### src/rtl/dlldel_adj_multi.sv
// dlldel_adj_multi: NCH independent delay-code trimmers sharing one DLL code.
// Each channel has a signed offset that is stepped +/-1 on a move rising edge.
// After a step, the channel stays busy for SETTLE cycles.
// The output code is dcntl plus the offset, clamped to the code range.
// Optional build macro: DLLDEL_ADJ_STICKY_CFLAG_EN makes the step-saturation
// flag sticky until load_n or reset.
module dlldel_adj_multi #(
  parameter int NCH    = 4,
  parameter int CODE_W = 9,
  parameter int ADJ_W  = 8,
  parameter int SETTLE = 4
) (
  input  logic                  clk,
  input  logic                  rst_n,
  input  logic [CODE_W-1:0]     dcntl,
  input  logic [NCH-1:0]        load_n,
  input  logic [NCH-1:0]        move,
  input  logic [NCH-1:0]        dir,
  output logic [NCH-1:0]        ready,
  output logic [NCH*CODE_W-1:0] code_out,
  output logic [NCH-1:0]        cflag
);

  typedef enum logic {S_IDLE, S_SETTLE} state_t;

  // The sum must hold the full unsigned code, the full signed offset, and a sign bit.
  localparam int SW = ((CODE_W + 1 > ADJ_W) ? CODE_W + 1 : ADJ_W) + 1;
  localparam logic signed [ADJ_W-1:0] OFS_MAX = {1'b0, {(ADJ_W-1){1'b1}}};
  localparam logic signed [ADJ_W-1:0] OFS_MIN = {1'b1, {(ADJ_W-1){1'b0}}};
  localparam logic signed [SW-1:0]    SUM_MAX = SW'({CODE_W{1'b1}});
  localparam logic [7:0]              CNT_INIT = 8'(SETTLE - 1);

  logic [CODE_W-1:0]       dcntl_q;
  logic [NCH-1:0]          move_q;
  logic [NCH-1:0]          sat_q;
  logic [NCH-1:0]          cflag_q;
  logic [NCH-1:0]          clamp_nxt;
  state_t                  state    [NCH];
  logic [7:0]              cnt      [NCH];
  logic signed [ADJ_W-1:0] offset   [NCH];
  logic [CODE_W-1:0]       code_q   [NCH];
  logic [CODE_W-1:0]       code_nxt [NCH];
  logic signed [SW-1:0]    sum      [NCH];

  // Per-channel adjusted code: dcntl_q + offset, clamped to [0, 2^CODE_W-1]
  always_comb begin
    clamp_nxt = '0;
    for (int unsigned i = 0; i < NCH; i++) begin
      sum[i]      = $signed({{(SW-CODE_W){1'b0}}, dcntl_q}) + SW'(offset[i]);
      code_nxt[i] = sum[i][CODE_W-1:0];
      if (sum[i] < 0) begin
        code_nxt[i]  = '0;
        clamp_nxt[i] = 1'b1;
      end else if (sum[i] > SUM_MAX) begin
        code_nxt[i]  = '1;
        clamp_nxt[i] = 1'b1;
      end
    end
  end

  // Pack per-channel state into the output ports
  always_comb begin
    ready    = '0;
    code_out = '0;
    for (int unsigned i = 0; i < NCH; i++) begin
      ready[i]                        = (state[i] == S_IDLE);
      code_out[i*CODE_W +: CODE_W]    = code_q[i];
    end
  end

  assign cflag = cflag_q;

  // Input pipeline, step FSMs, offsets and registered outputs for every channel
  always_ff @(posedge clk or negedge rst_n) begin
    if (!rst_n) begin
      dcntl_q <= '0;
      move_q  <= '0;
      sat_q   <= '0;
      cflag_q <= '0;
      for (int unsigned i = 0; i < NCH; i++) begin
        state[i]  <= S_IDLE;
        cnt[i]    <= '0;
        offset[i] <= '0;
        code_q[i] <= '0;
      end
    end else begin
      dcntl_q <= dcntl;
      for (int unsigned i = 0; i < NCH; i++) begin
        move_q[i]  <= move[i];
        code_q[i]  <= code_nxt[i];
        cflag_q[i] <= sat_q[i] | clamp_nxt[i];
        if (!load_n[i]) begin
          offset[i] <= '0;
          state[i]  <= S_IDLE;
          cnt[i]    <= '0;
          sat_q[i]  <= 1'b0;
        end else begin
          case (state[i])
            S_IDLE: begin
              if (move[i] && !move_q[i]) begin
                state[i] <= S_SETTLE;
                cnt[i]   <= CNT_INIT;
                if ((!dir[i] && offset[i] == OFS_MAX) ||
                    ( dir[i] && offset[i] == OFS_MIN)) begin
                  sat_q[i] <= 1'b1;
                end else begin
                  offset[i] <= dir[i] ? offset[i] - ADJ_W'(1) : offset[i] + ADJ_W'(1);
`ifdef DLLDEL_ADJ_STICKY_CFLAG_EN
                  sat_q[i] <= sat_q[i];
`else
                  sat_q[i] <= 1'b0;
`endif
                end
              end
            end
            S_SETTLE: begin
              if (cnt[i] == 8'd0) state[i] <= S_IDLE;
              else                cnt[i]   <= cnt[i] - 8'd1;
            end
            default: state[i] <= S_IDLE;
          endcase
        end
      end
    end
  end

endmodule

### config.mk
export PLATFORM = sky130hd
export DESIGN_NAME = dlldel_adj_multi
export DESIGN_NICKNAME = d
export VERILOG_FILES = /design/src/rtl/dlldel_adj_multi.sv
export SDC_FILE = /design/constraint.sdc
export NUM_CORES = 1
export LEC_CHECK = 0
export CORE_UTILIZATION = 55
export CTS_CLUSTER_SIZE = 12
export DETAILED_ROUTE_END_ITERATION = 10
export PLACE_DENSITY = 0.78
export SLEW_MARGIN = 20
export SYNTH_ARGS = -nofsm -noshare
export SYNTH_HDL_FRONTEND = slang
export SYNTH_SLANG_ARGS = --single-unit
### constraint.sdc
create_clock -name clk -period 4.1 [get_ports clk]
set_input_delay 0.82 -clock clk [delete_from_list [all_inputs] [get_ports clk]]
set_output_delay 0.82 -clock clk [all_outputs]
set_load 0.1 [all_outputs]
* Word-level counts from Yosys, hierarchy flattened *
Index checks and enable logic that the tools add are counted.

storage, ports and cells
  bits in registers = 125
  bits in latches = 0
  memory bits (writable) = 0
  ROM bits = 0
  output and inout bits = 44
  word-level logic and storage cells = 207
  memories = 0

cells by class
  $add $sub $neg = 16
  $mul = 0
  divide/modulo/power cells = 0
  order comparisons = 8
  equality and inequality tests = 28
  shifts and indexed selects = 0
  mux-type cells = 84
  bitwise gates (word level) = 8
  reductions and logical operators = 40

operators with widths
  kind                                                          count
  two-way mux 8 bit                                             32
  two-way mux 9 bit                                             8
  equality test 8 bit (second input constant)                   8
  one-hot mux 8 bit (2 select lines)                            4
  adder 10 x 8 -> 11 bit                                        4
  > comparator 11 x 10 -> 1 bit (second input constant)         4
  less-than comparator 11 x 1 -> 1 bit (second input constant)  4
  two-way mux 1 bit                                             36
  adder 8 x 2 -> 8 bit (second input constant)                  4
  zero test 8 bit                                               4
  subtractor 8 x 1 -> 8 bit (second input constant)             4
  subtractor 8 x 2 -> 8 bit (second input constant)             4
  inequality test 2 bit (second input constant)                 8
  AND reduction 2 bit                                           8
  logical AND 1 bit                                             12
  inequality test 3 x 2 -> 1 bit (second input constant)        4
  inequality test 3 bit (second input constant)                 4
  AND reduction 3 bit                                           4
  zero test 1 bit                                               8
  inequality test 2 x 1 -> 1 bit (second input constant)        4
  one-hot mux 1 bit (2 select lines)                            4
  logical OR 1 bit                                              4
  inverter 1 bit                                                4
  bitwise OR 1 bit                                              4

* Depth between registers and ports, before layout *
Gate-level depths: netlist of the first run.

  depth in word-level cells = 7
  depth in mapped cells = 9

* Worst setup path before layout of the first run *
Ideal clock, no wire load.

  path type = flip-flop to flip-flop
  start point = register offset[8] (netlist name)
  end point = register cflag_q[2], in the netlist cflag[2]
  arrival time = 2670 ps
  data required time = 3968 ps
  setup slack = 1299 ps
  cell stages (with the launch flop) = 10
  buffers on the path = 1
  period minus slack after synthesis = 2801 ps
  cell sequence = dfrtp_1 > ha_1 > fa_1 > a211oi_1 > nor2_1 > o221a_1 > and3b_1 > or3_1 > clkbuf_1 > or3b_1

between the ends
  cells in the longest elaborated chain, start to end = 5

RTL lines
  what                              RTL line  text
  start: declaration                40        logic signed [ADJ_W-1:0] offset [NCH];
  start signal: indexed assignment  107       offset[i] <= dir[i] ? offset[i] - ADJ_W'(1) : offset[i] + ADJ_W'(1);
  adder 10 x 8 -> 11 bit *          49        sum[i] = $signed({{(SW-CODE_W){1'b0}}, dcntl_q}) + SW'(offset[i]);
  > comparator 11 x 10 -> 1 bit     54        end else if (sum[i] > SUM_MAX) begin
  two-way mux 1 bit                 54
  two-way mux 1 bit *               51        if (sum[i] < 0) begin
  bitwise OR 1 bit *                91        cflag_q[i] <= sat_q[i] | clamp_nxt[i];
  end signal: indexed assignment    91
  end: declaration                  36        logic [NCH-1:0] cflag_q;

Mark *: on every way between the ends. The rest lies on a longest branch, timed or not.
A chain may end at the register's enable or synchronous reset.

* Worst setup path after layout of the first run *
  start point = register dcntl_q[0]
  end point = register cflag_q[0], in the netlist cflag[0]

between the ends
  cells in the longest elaborated chain, start to end = 5

RTL lines
  what                           RTL line  text
  start: declaration             33        logic [CODE_W-1:0] dcntl_q;
  start signal: assignment       87        dcntl_q <= dcntl;
  adder 10 x 8 -> 11 bit *       49
  > comparator 11 x 10 -> 1 bit  54
  two-way mux 1 bit              54
  two-way mux 1 bit *            51
  bitwise OR 1 bit *             91

Marked as above.

==> impl_metrics.env, run 1 <==
export IMPL_area_growth_synth_to_final_pct=18.3
export IMPL_synth_most_common_cell="dfrtp_1"
export IMPL_clockRootBuffer="clkbuf_16"
export IMPL_status="finished clean"
export IMPL_clk_latency_ns=0.43
export IMPL_multiInputGateArea_mm2=0.00461
export IMPL_synth_top_cell_area_share_pct=39.5
export IMPL_num_vias=6237
export IMPL_die_h_um=122
export IMPL_peakVddDrop_uv=310
export IMPL_cp_max_fo=10
export IMPL_ys_seq_area_share_pct=39.5
export IMPL_cts_tree="done"
export IMPL_clock_path_buffers=2
export IMPL_drc=0
export IMPL_gp_congestion=0.867
export IMPL_min_path_type="input port to async pin"
export IMPL_clk_pin_slew_worst_paths_ns=0.05
export IMPL_yosysUniqueCellTypes=57
export IMPL_ant_nets=0
export IMPL_nFillCells=1069
export IMPL_dieWidth_um=122
export IMPL_routed_wl_um=17100
export IMPL_diodes=0
export IMPL_cts_made_buffers=17
export IMPL_finalSetupViolCount=0
export IMPL_async_flop_share_pct=100
export IMPL_drt_first_pass_iters=5
export IMPL_syn_area_mm2=0.00792
export IMPL_fmax_ghz=0.320
export IMPL_yosysWarnings=0
export IMPL_power_leakage_uw=0.00446
export IMPL_relSlewSlack_pct=34.1
export IMPL_syn_area_per_cell_um2=9.97
export IMPL_grt_start_max_net_pins=65
export IMPL_ys_flop_type="dfrtp_1"
export IMPL_core_area_mm2=0.0139
export IMPL_drive_gt1_share_pct=4.88
export IMPL_fin_crit_sh_pct=76.2
export IMPL_synthTopCellsByArea="dfrtp_1, ha_1, xnor2_1"
export IMPL_final_setup_tns_ns=0
export IMPL_criticalPathCategory="flip-flop to flip-flop"
export IMPL_cts_resized=0
export IMPL_netlist_top_cells_count="dfrtp_1, ha_1, a21oi_1"
export IMPL_wl_per_cell_um=16.2
export IMPL_cp_start_kind="flip-flop"
export IMPL_finalHoldWorstSlack_ns=0.475
export IMPL_cts_setup_buffers=0
export IMPL_synth_edf_count=0
export IMPL_ios=67
export IMPL_syn_inst=794
export IMPL_first_iter_violations=373
export IMPL_timing_clock_skew_ns=0.0158
export IMPL_die_area_mm2=0.0149
export IMPL_place_area_mm2=0.00877
export IMPL_nets=971
export IMPL_worst_slew_pin_slew_ns=0.985
export IMPL_vias_per_cell=5.88
export IMPL_htree_num_levels=4
export IMPL_ys_ff_latch=125
export IMPL_synth_top_area_cell="dfrtp_1"
export IMPL_rows=43
export IMPL_drv_slew=0
export IMPL_crit_arrival_ns=3.42
export IMPL_synthesis_nets=897
export IMPL_track_usage_pct=24.7
export IMPL_io_buffers=66
export IMPL_clkSinkCount=125
export IMPL_rsz0062_at_grt="no"
export IMPL_initial_core_util_pct=56.8
export IMPL_dp_hpwl_um=12300
export IMPL_ff_latch_area_mm2=0.00313
export IMPL_first_global_vias=6259
export IMPL_hold_buffers=0
export IMPL_antenna_found_initial=0
export IMPL_cp_required_ns=4.40
export IMPL_hold_viol_final=0
export IMPL_endpoint_kind="flip-flop"
export IMPL_finish_instance_area_mm2=0.00936
export IMPL_grt_pass1_wl_um=28800
export IMPL_power_density_mw_per_mm2=524
export IMPL_min_period_ns=3.12
export IMPL_grt_overflow=0
export IMPL_maxCapViolCount=0
sequential cells by signal (all words and copies together) (netlist names):
signal    count
state         4
move_q        4
dcntl_q       9
cflag         4
sat_q         4
cnt          32
offset       32
code_out     36
kinds of logic after synthesis:
group | synth area share (%)
muxes | 3.67
xor gates and xnor gates | 8.41
adders and majority gates | 13.4
DFF | 39.5
buffers and inverters | 2.24
and+or+nand+nor | 17.2
AOI/OAI and AO/OA | 15.5
final cells by class:
cell class	instances	share of cell area (%)
clock buffer	22	5.07
timing repair buffer	67	7.24
inverter	35	1.40
tap	180	2.41
clock inverter	10	1.22
multi-input combinational	622	49.3
sequential	125	33.4
final timing paths:
path	start	to	slack, ns	depth (start not counted)
hold reg to reg	sat_q[3]$_DFFE_PN0P_	cflag[3]$_DFF_PN0_	0.48	1
setup / recovery	dcntl_q[0]$_DFF_PN0_	cflag[0]$_DFF_PN0_	0.98	8
min in group clk	sat_q[3]$_DFFE_PN0P_	cflag[3]$_DFF_PN0_	0.48	1
hold / removal	rst_n	cnt[22]$_DFFE_PN0P_	0.48	1
max in group asynchronous	rst_n	offset[26]$_DFFE_PN0P_	2.82	2
setup reg to reg	dcntl_q[0]$_DFF_PN0_	cflag[0]$_DFF_PN0_	0.98	8
worst max-delay path, cell delays in order (launching register included):
cell	delay, ns
dfrtp_1	0.51
ha_1	0.29
fa_1	0.43
a211oi_1	0.33
o21ai_0	0.18
a31o_2	0.28
a21oi_1	0.22
xnor2_1	0.26
or3b_2	0.52
power by group:
group	switching [uW]	total, uW	leakage, uW	internal [uW]
logic	1320	1890	0.00257	564
clock network	545	1480	0.000278	938
registers	131	1540	0.00161	1400
routing by layer:
layer | global-route usage, % | part of all wire, % | wire (um) | vias to the layer above
met5 | 0 | 0 | 0 | -
met4 | 10.9 | 2.1 | 354 | 0
met3 | 4.31 | 3.4 | 585 | 29
met2 | 43.1 | 52 | 8880 | 154
met1 | 29.7 | 43 | 7320 | 3036
li1 | - | - | - | 3018
layout by cell type (no fill, tap or decap), types with 4 or more instances in the layout:
cell type and n:
and2_1 10, nand3_1 18, o211a_1 9, a31oi_1 6
nor3b_1 7, or3_1 16, inv_1 35, nor4_1 10
o21bai_1 5, clkbuf_16 17, clkinvlp_4 4, and3_1 6
clkdlybuf4s50_1 65, mux2i_1 29, fa_1 8, ha_1 72
o31ai_1 8, xnor2_1 48, nand4b_1 6, o21ai_0 26
nor2b_1 35, a211oi_1 11, nand4_1 7, dfrtp_1 125
nand2_1 37, nor3_1 11, a21oi_1 68, o21a_1 7
nand2b_1 12, a21o_1 15, nor2_1 57, o211ai_1 15
xor2_1 28
stage by stage:
stage                     std cells  worst slack [ns]  util, %  total power [uW]
after floorplan                 794              1.30        -              2980
after global placement         1029             0.798     63.0              3380
after detailed placement       1029             0.716     63.0              3430
after CTS                      1061              1.01     67.2              4920
after global routing           1061             0.848     67.2              5120
final                          1061             0.975     67.2              4900
No activity file was read; power rests on OpenSTA's default activity.
==> run 2, diff against run 1 <==
--- a/config.mk
+++ b/config.mk
@@ -5,10 +5,10 @@
 export SDC_FILE = /design/constraint.sdc
 export NUM_CORES = 1
 export LEC_CHECK = 0
-export CORE_UTILIZATION = 55
+export CORE_UTILIZATION = 53
 export CTS_CLUSTER_SIZE = 12
 export DETAILED_ROUTE_END_ITERATION = 10
-export PLACE_DENSITY = 0.78
+export PLACE_DENSITY = 0.79
 export SLEW_MARGIN = 20
 export SYNTH_ARGS = -nofsm -noshare
 export SYNTH_HDL_FRONTEND = slang
==> constraint.sdc (replaced) <==
create_clock -name clk -period 2.6 [get_ports clk]
set_input_delay 0.52 -clock clk [delete_from_list [all_inputs] [get_ports clk]]
set_output_delay 0.52 -clock clk [all_outputs]
set_load 0.1 [all_outputs]
==> run 2 against run 1 <==
  * Die area is 3.7% higher
  * Clock power is 61% higher
  * Via count is 3.7% higher
  * Routed wire length is 1.5% higher
  * Worst setup slack worse by 0.95 ns
  * Highest routed layer unchanged
  * Critical path depth stayed put
  * Fmax is 21% higher
  * Combinational power is 67% higher
  * Largest cell class unchanged
  * Hold slack worse by 0.29 ns
  * Total power is 61% higher
  * Critical endpoint is now cflag[2]$_DFF_PN0_
==> impl_metrics.env, run 2 (synthesis gave the netlist of run 1 again) <==
export IMPL_htree_num_levels=4
export IMPL_endpoint_kind="flip-flop"
export IMPL_drive_gt1_share_pct=20.1
export IMPL_p_sw_share_pct=40.6
export IMPL_place_area_mm2=0.00934
export IMPL_area_growth_synth_to_final_pct=26.7
export IMPL_grt_start_max_net_pins=126
export IMPL_initial_core_util_pct=54.5
export IMPL_clkSinkCount=125
export IMPL_pwr_share_seq_pct=30.1
export IMPL_vias_per_cell=5.61
export IMPL_ios=67
export IMPL_cts_tree="done"
export IMPL_peakVddDrop_uv=534
export IMPL_grt_pass1_wl_um=29900
export IMPL_crit_arrival_ns=2.88
export IMPL_drc=0
export IMPL_status="finished clean"
export IMPL_core_area_mm2=0.0145
export IMPL_timing_clock_skew_ns=0.00695
export IMPL_min_period_ns=2.58
export IMPL_die_h_um=124
export IMPL_wl_per_cell_um=15.1
export IMPL_clock_path_buffers=2
export IMPL_gp_congestion=0.857
export IMPL_power_density_mw_per_mm2=789
export IMPL_power_leakage_uw=0.00496
export IMPL_clockRootBuffer="clkbuf_16"
export IMPL_cp_max_fo=4
export IMPL_first_iter_violations=460
export IMPL_clk_pin_slew_worst_paths_ns=0.05
export IMPL_maxCapViolCount=0
export IMPL_num_vias=6468
export IMPL_power_switching_uw=3210
export IMPL_stdcell_count=1153
export IMPL_hold_viol_final=0
export IMPL_place_inst=1114
export IMPL_clkPwrFrac_pct=30.1
export IMPL_nFillCells=1075
export IMPL_cts_made_buffers=17
export IMPL_relSlewSlack_pct=57.1
export IMPL_grt_overflow=0
export IMPL_largest_reg_flops=36
export IMPL_rows=44
export IMPL_diodes=0
export IMPL_drt_first_pass_iters=5
export IMPL_nets=1059
export IMPL_ant_nets=0
export IMPL_track_usage_pct=24.0
export IMPL_cp_start_kind="flip-flop"
export IMPL_criticalPathCategory="flip-flop to flip-flop"
export IMPL_finalSetupViolCount=0
export IMPL_clk_latency_ns=0.42
export IMPL_finish_instance_area_mm2=0.0100
export IMPL_antenna_found_initial=0
export IMPL_layout_common_cells="buf_4, dfrtp_1, ha_1, a21oi_1, nor2_1"
export IMPL_io_buffers=66
export IMPL_first_global_vias=6422
export IMPL_dieWidth_um=124
export IMPL_cp_required_ns=2.90
export IMPL_p_int_uw=4700
export IMPL_rsz0062_at_grt="yes"
export IMPL_p_comb_share_pct=39.8
export IMPL_routed_wl_um=17400
export IMPL_fmax_ghz=0.388
export IMPL_fin_crit_sh_pct=99.1
export IMPL_dp_hpwl_um=12600
export IMPL_drv_slew=0
export IMPL_mostFrequentLayoutCell="buf_4"
export IMPL_worst_slew_pin_slew_ns=0.643
export IMPL_die_area_mm2=0.0154
export IMPL_min_path_type="input port to async pin"
## run 2: changes by cell type in the layout (fill, tap and decap cells not counted), sizes merged
cell / change
clkdlybuf4s50: -44
clkinv: +2
clkinvlp: -2
buf: +132
## run 2: per-stage QoR
step           setup slack (ns)  util [%]  total power, uW  hold WS, ns  setup TNS (ns)
2_1_floorplan            0.0190         -             4710        0.224               0
3_5_place_dp             -0.251      64.3             5520        0.454          -0.496
3_3_place_gp             -0.184      64.3             5470        0.454          -0.302
4_1_cts                 0.00951      68.5             7930        0.223               0
5_1_grt                 -0.0806      69.0             8280        0.265         -0.0938
6_report                 0.0225      69.0             7910        0.183               0
## run 2: power by group through the flow
stage               logic, uW  clock network (uW)  registers (uW)
floorplan                1090                   0            3620
global placement         3060                   0            2410
detailed placement       3110                   0            2410
CTS                      3140                2410            2380
global route             3350                2510            2410
finish                   3150                2380            2380
## run 2: final timing paths
kind / from / end / slack (ns) / depth (start not counted)
min in group clk: sat_q[1]$_DFFE_PN0P_ / cflag[1]$_DFF_PN0_ / 0.47 / 1
max in group asynchronous: rst_n / offset[8]$_DFFE_PN0P_ / 1.92 / 2
hold reg to reg: sat_q[1]$_DFFE_PN0P_ / cflag[1]$_DFF_PN0_ / 0.47 / 1
setup / recovery: dcntl_q[0]$_DFF_PN0_ / cflag[2]$_DFF_PN0_ / 0.02 / 8
setup reg to reg: dcntl_q[0]$_DFF_PN0_ / cflag[2]$_DFF_PN0_ / 0.02 / 8
hold / removal: rst_n / cnt[22]$_DFFE_PN0P_ / 0.18 / 2
## run 2: cell type report
| type | count | area [um2] | area share [%] |
|---|---|---|---|
| multi-input cells | 622 | 4680 | 46.7 |
| well taps | 184 | 230 | 2.30 |
| clock buffers | 22 | 484 | 4.83 |
| flip-flops and latches | 125 | 3130 | 31.2 |
| inverters | 35 | 131 | 1.31 |
| clock inverters | 10 | 113 | 1.12 |
| repair buffers | 155 | 1250 | 12.5 |
## run 2: critical path, stage by stage (launching register included)
cell and delay (ns):
dfrtp_2 0.45, ha_4 0.18, fa_2 0.34, a211oi_2 0.23
nor2_2 0.08, o221a_1 0.24, and3b_1 0.17, or3_4 0.40
or3b_1 0.36
## run 2: per-layer routing
metal | wire length [um] | up-vias | global-route usage, %
li1 | - | 3201 | -
met1 | 7720 | 3115 | 29.9
met2 | 8750 | 118 | 40.4
met3 | 539 | 34 | 5.39
met4 | 393 | 0 | 9.00
met5 | 0 | - | 0
## run 2: timing repair
item	4_1_cts	5_1_grt
setup endpoints to repair	1	10
resized for setup	2	11
pin swaps	0	9
setup buffers	2	5
hold buffers	0	0
==> run 3, diff against run 2 <==
--- a/config.mk
+++ b/config.mk
@@ -8,6 +8,7 @@
 export CORE_UTILIZATION = 53
 export CTS_CLUSTER_SIZE = 12
 export DETAILED_ROUTE_END_ITERATION = 10
+export GPL_TIMING_DRIVEN = 0
 export PLACE_DENSITY = 0.79
 export SLEW_MARGIN = 20
 export SYNTH_ARGS = -nofsm -noshare
==> run 3 against run 2 <==
  * The run now ends with setup timing left
  * Largest power group unchanged
  * Fmax fell by 3.0%
  * Non-clock buffer count fell by 55
  * First-iteration DRC count fell by 21%
  * Sequential power rose by 2%
  * Critical endpoint unchanged
  * Combinational power is 2% lower
  * Flip-flop and latch count is the same
  * Global-route usage decreased by 0.44 points
  * Critical path depth stayed put
==> impl_metrics.env, run 3 (synthesis gave the netlist of run 1 again) <==
export IMPL_mostFrequentLayoutCell="dfrtp_1"
export IMPL_track_usage_pct=23.5
export IMPL_timing_clock_skew_ns=0.0116
export IMPL_relSlewSlack_pct=34.5
export IMPL_finish_instance_area_mm2=0.00986
export IMPL_gp_congestion=0.845
export IMPL_clkSinkCount=125
export IMPL_die_h_um=124
export IMPL_drive_gt1_share_pct=11.8
export IMPL_r2r_end="cflag[2]$_DFF_PN0_"
export IMPL_fmax_ghz=0.376
export IMPL_timing_rr_start="dcntl_q[0]$_DFF_PN0_"
export IMPL_drc=0
export IMPL_stdcell_count=1097
export IMPL_min_path_type="input port to async pin"
export IMPL_clockRootBuffer="clkbuf_16"
export IMPL_cp_max_fo=4
export IMPL_cts_made_buffers=17
export IMPL_vias_per_cell=5.77
export IMPL_pwr_share_seq_pct=30.1
export IMPL_diodes=0
export IMPL_p_comb_share_pct=38.6
export IMPL_crit_arrival_ns=2.95
export IMPL_fin_crit_sh_pct=102
export IMPL_cp_required_ns=2.90
export IMPL_reg2reg_depth=8
export IMPL_worst_slew_pin_slew_ns=0.979
export IMPL_drt_first_pass_iters=5
export IMPL_hold_viol_final=0
export IMPL_power_leakage_uw=0.00464
export IMPL_power_density_mw_per_mm2=815
export IMPL_dp_hpwl_um=11700
export IMPL_status="complete, but fails checks"
export IMPL_first_iter_violations=362
export IMPL_antenna_found_initial=0
export IMPL_drv_slew=0
export IMPL_dieWidth_um=124
export IMPL_finish_utilization_pct=67.8
export IMPL_peakVddDrop_uv=456
export IMPL_cp_start_kind="flip-flop"
export IMPL_place_inst=1045
export IMPL_p_total_uw=8040
export IMPL_p_sw_share_pct=40.2
export IMPL_routed_wl_um=18000
export IMPL_num_vias=6335
export IMPL_area_growth_synth_to_final_pct=24.5
export IMPL_io_buffers=66
export IMPL_grt_pass1_wl_um=29300
export IMPL_clk_latency_ns=0.43
export IMPL_power_switching_uw=3230
export IMPL_htree_num_levels=4
export IMPL_first_global_vias=6144
export IMPL_layout_setup_ws_ns=-0.0586
export IMPL_cp_slowest_stage_delay_ns=0.52
export IMPL_initial_core_util_pct=54.5
export IMPL_clkPwrFrac_pct=31.3
export IMPL_critPathCapture="cflag[2]$_DFF_PN0_"
export IMPL_core_area_mm2=0.0145
export IMPL_layout_common_cells="dfrtp_1, ha_1, a21oi_1, nor2_1, clkdlybuf4s50_1"
export IMPL_grt_start_max_net_pins=70
export IMPL_ant_nets=0
export IMPL_die_area_mm2=0.0154
export IMPL_maxCapViolCount=0
export IMPL_finalSetupViolCount=3
export IMPL_violations="setup timing"
export IMPL_rows=44
export IMPL_clock_path_buffers=2
export IMPL_cts_tree="done"
export IMPL_reg2reg_setup_slack_ns=-0.06
export IMPL_wl_per_cell_um=16.4
export IMPL_place_area_mm2=0.00888
export IMPL_criticalPathCategory="flip-flop to flip-flop"
export IMPL_p_int_uw=4800
export IMPL_ios=67
export IMPL_endpoint_kind="flip-flop"
export IMPL_grt_overflow=0
export IMPL_min_period_ns=2.66
export IMPL_nets=1004
export IMPL_worst_path_max_delay_cell="dfrtp_2"
export IMPL_critPathLaunch="dcntl_q[0]$_DFF_PN0_"
export IMPL_clk_pin_slew_worst_paths_ns=0.06
export IMPL_largest_reg_flops=36
export IMPL_path_cells="ha_4 > fa_2 > a211oi_2 > nor2_1 > o221a_1 > and3b_1 > or3_4 > or3b_1"
export IMPL_rsz0062_at_grt="yes"
==> run 3: cell types whose count changed in the layout (fill, tap and decap cells not counted), moves of 4 or more <==
cell / before / now
clkdlybuf4s50_1: 21 / 57
a21oi_1: 67 / 62
dfrtp_1: 121 / 114
ha_4: 1 / 6
a21oi_2: 1 / 5
buf_4: 131 / 22
ha_1: 70 / 65
clkbuf_1: 1 / 10
dfrtp_2: 4 / 11
dlygate4sd2_1: 0 / 5
==> run 3: worst min path at each step <==
stage                         startpoint                    to  slack, ns
floorplan                          rst_n    cflag[0]$_DFF_PN0_       0.22
global placement    sat_q[1]$_DFFE_PN0P_    cflag[1]$_DFF_PN0_       0.46
detailed placement  sat_q[1]$_DFFE_PN0P_    cflag[1]$_DFF_PN0_       0.46
CTS                                rst_n  sat_q[1]$_DFFE_PN0P_       0.07
global route                       rst_n   cnt[16]$_DFFE_PN0P_       0.09
finish                             rst_n   cnt[21]$_DFFE_PN0P_       0.05
==> run 3: worst max-delay path, delay by kind of cell, from the launching register on <==
| family | cells | cell delay [ns] |
|---|---|---|
| and+or+nand+nor | 4 | 0.97 |
| AOI/OAI and AO/OA | 2 | 0.46 |
| DFF | 1 | 0.52 |
| adders and majority gates | 2 | 0.58 |
==> run 3: power by group through the flow <==
stage               Combinational (uW)  Clock (uW)  Sequential, uW
floorplan                         1090           0            3620
global placement                  2920           0            2440
detailed placement                2970           0            2440
CTS                               3040        2540            2410
global route                      3290        2620            2450
finish                            3100        2520            2420
==> run 3: area by class of cell <==
cell class / instances / area (um2)
sequential: 125 / 3140
tap: 184 / 230
inverter: 35 / 131
clock buffer: 20 / 447
fill: 1100 / 4670
multi-input combinational: 622 / 4830
timing repair buffer: 90 / 876
clock inverter: 11 / 168
buffer: 10 / 40.0
==> run 3: routing by layer <==
layer	part of all wire (%)	up-vias	track usage, %
met5	0	-	0
met2	50	138	39.6
met4	2.9	0	10.2
met1	45	3054	28.8
li1	-	3099	-
met3	3.0	44	5.34
==> run 3: per-stage QoR <==
stage          setup TNS (ns)  setup WS (ns)  hold slack, ns
6_report               -0.168        -0.0586          0.0518
5_1_grt                -0.622         -0.153          0.0926
4_1_cts                -0.150        -0.0719          0.0665
3_5_place_dp            -4.03         -0.536           0.460
3_3_place_gp          -480.94          -4.29           0.459
2_1_floorplan               0         0.0190           0.224
==> run 3: repair_timing <==
action	CTS	global route
gates resized for setup	23	29
pin swaps	13	16
setup endpoints to repair	45	29
hold buffers	0	0
setup buffers	15	8
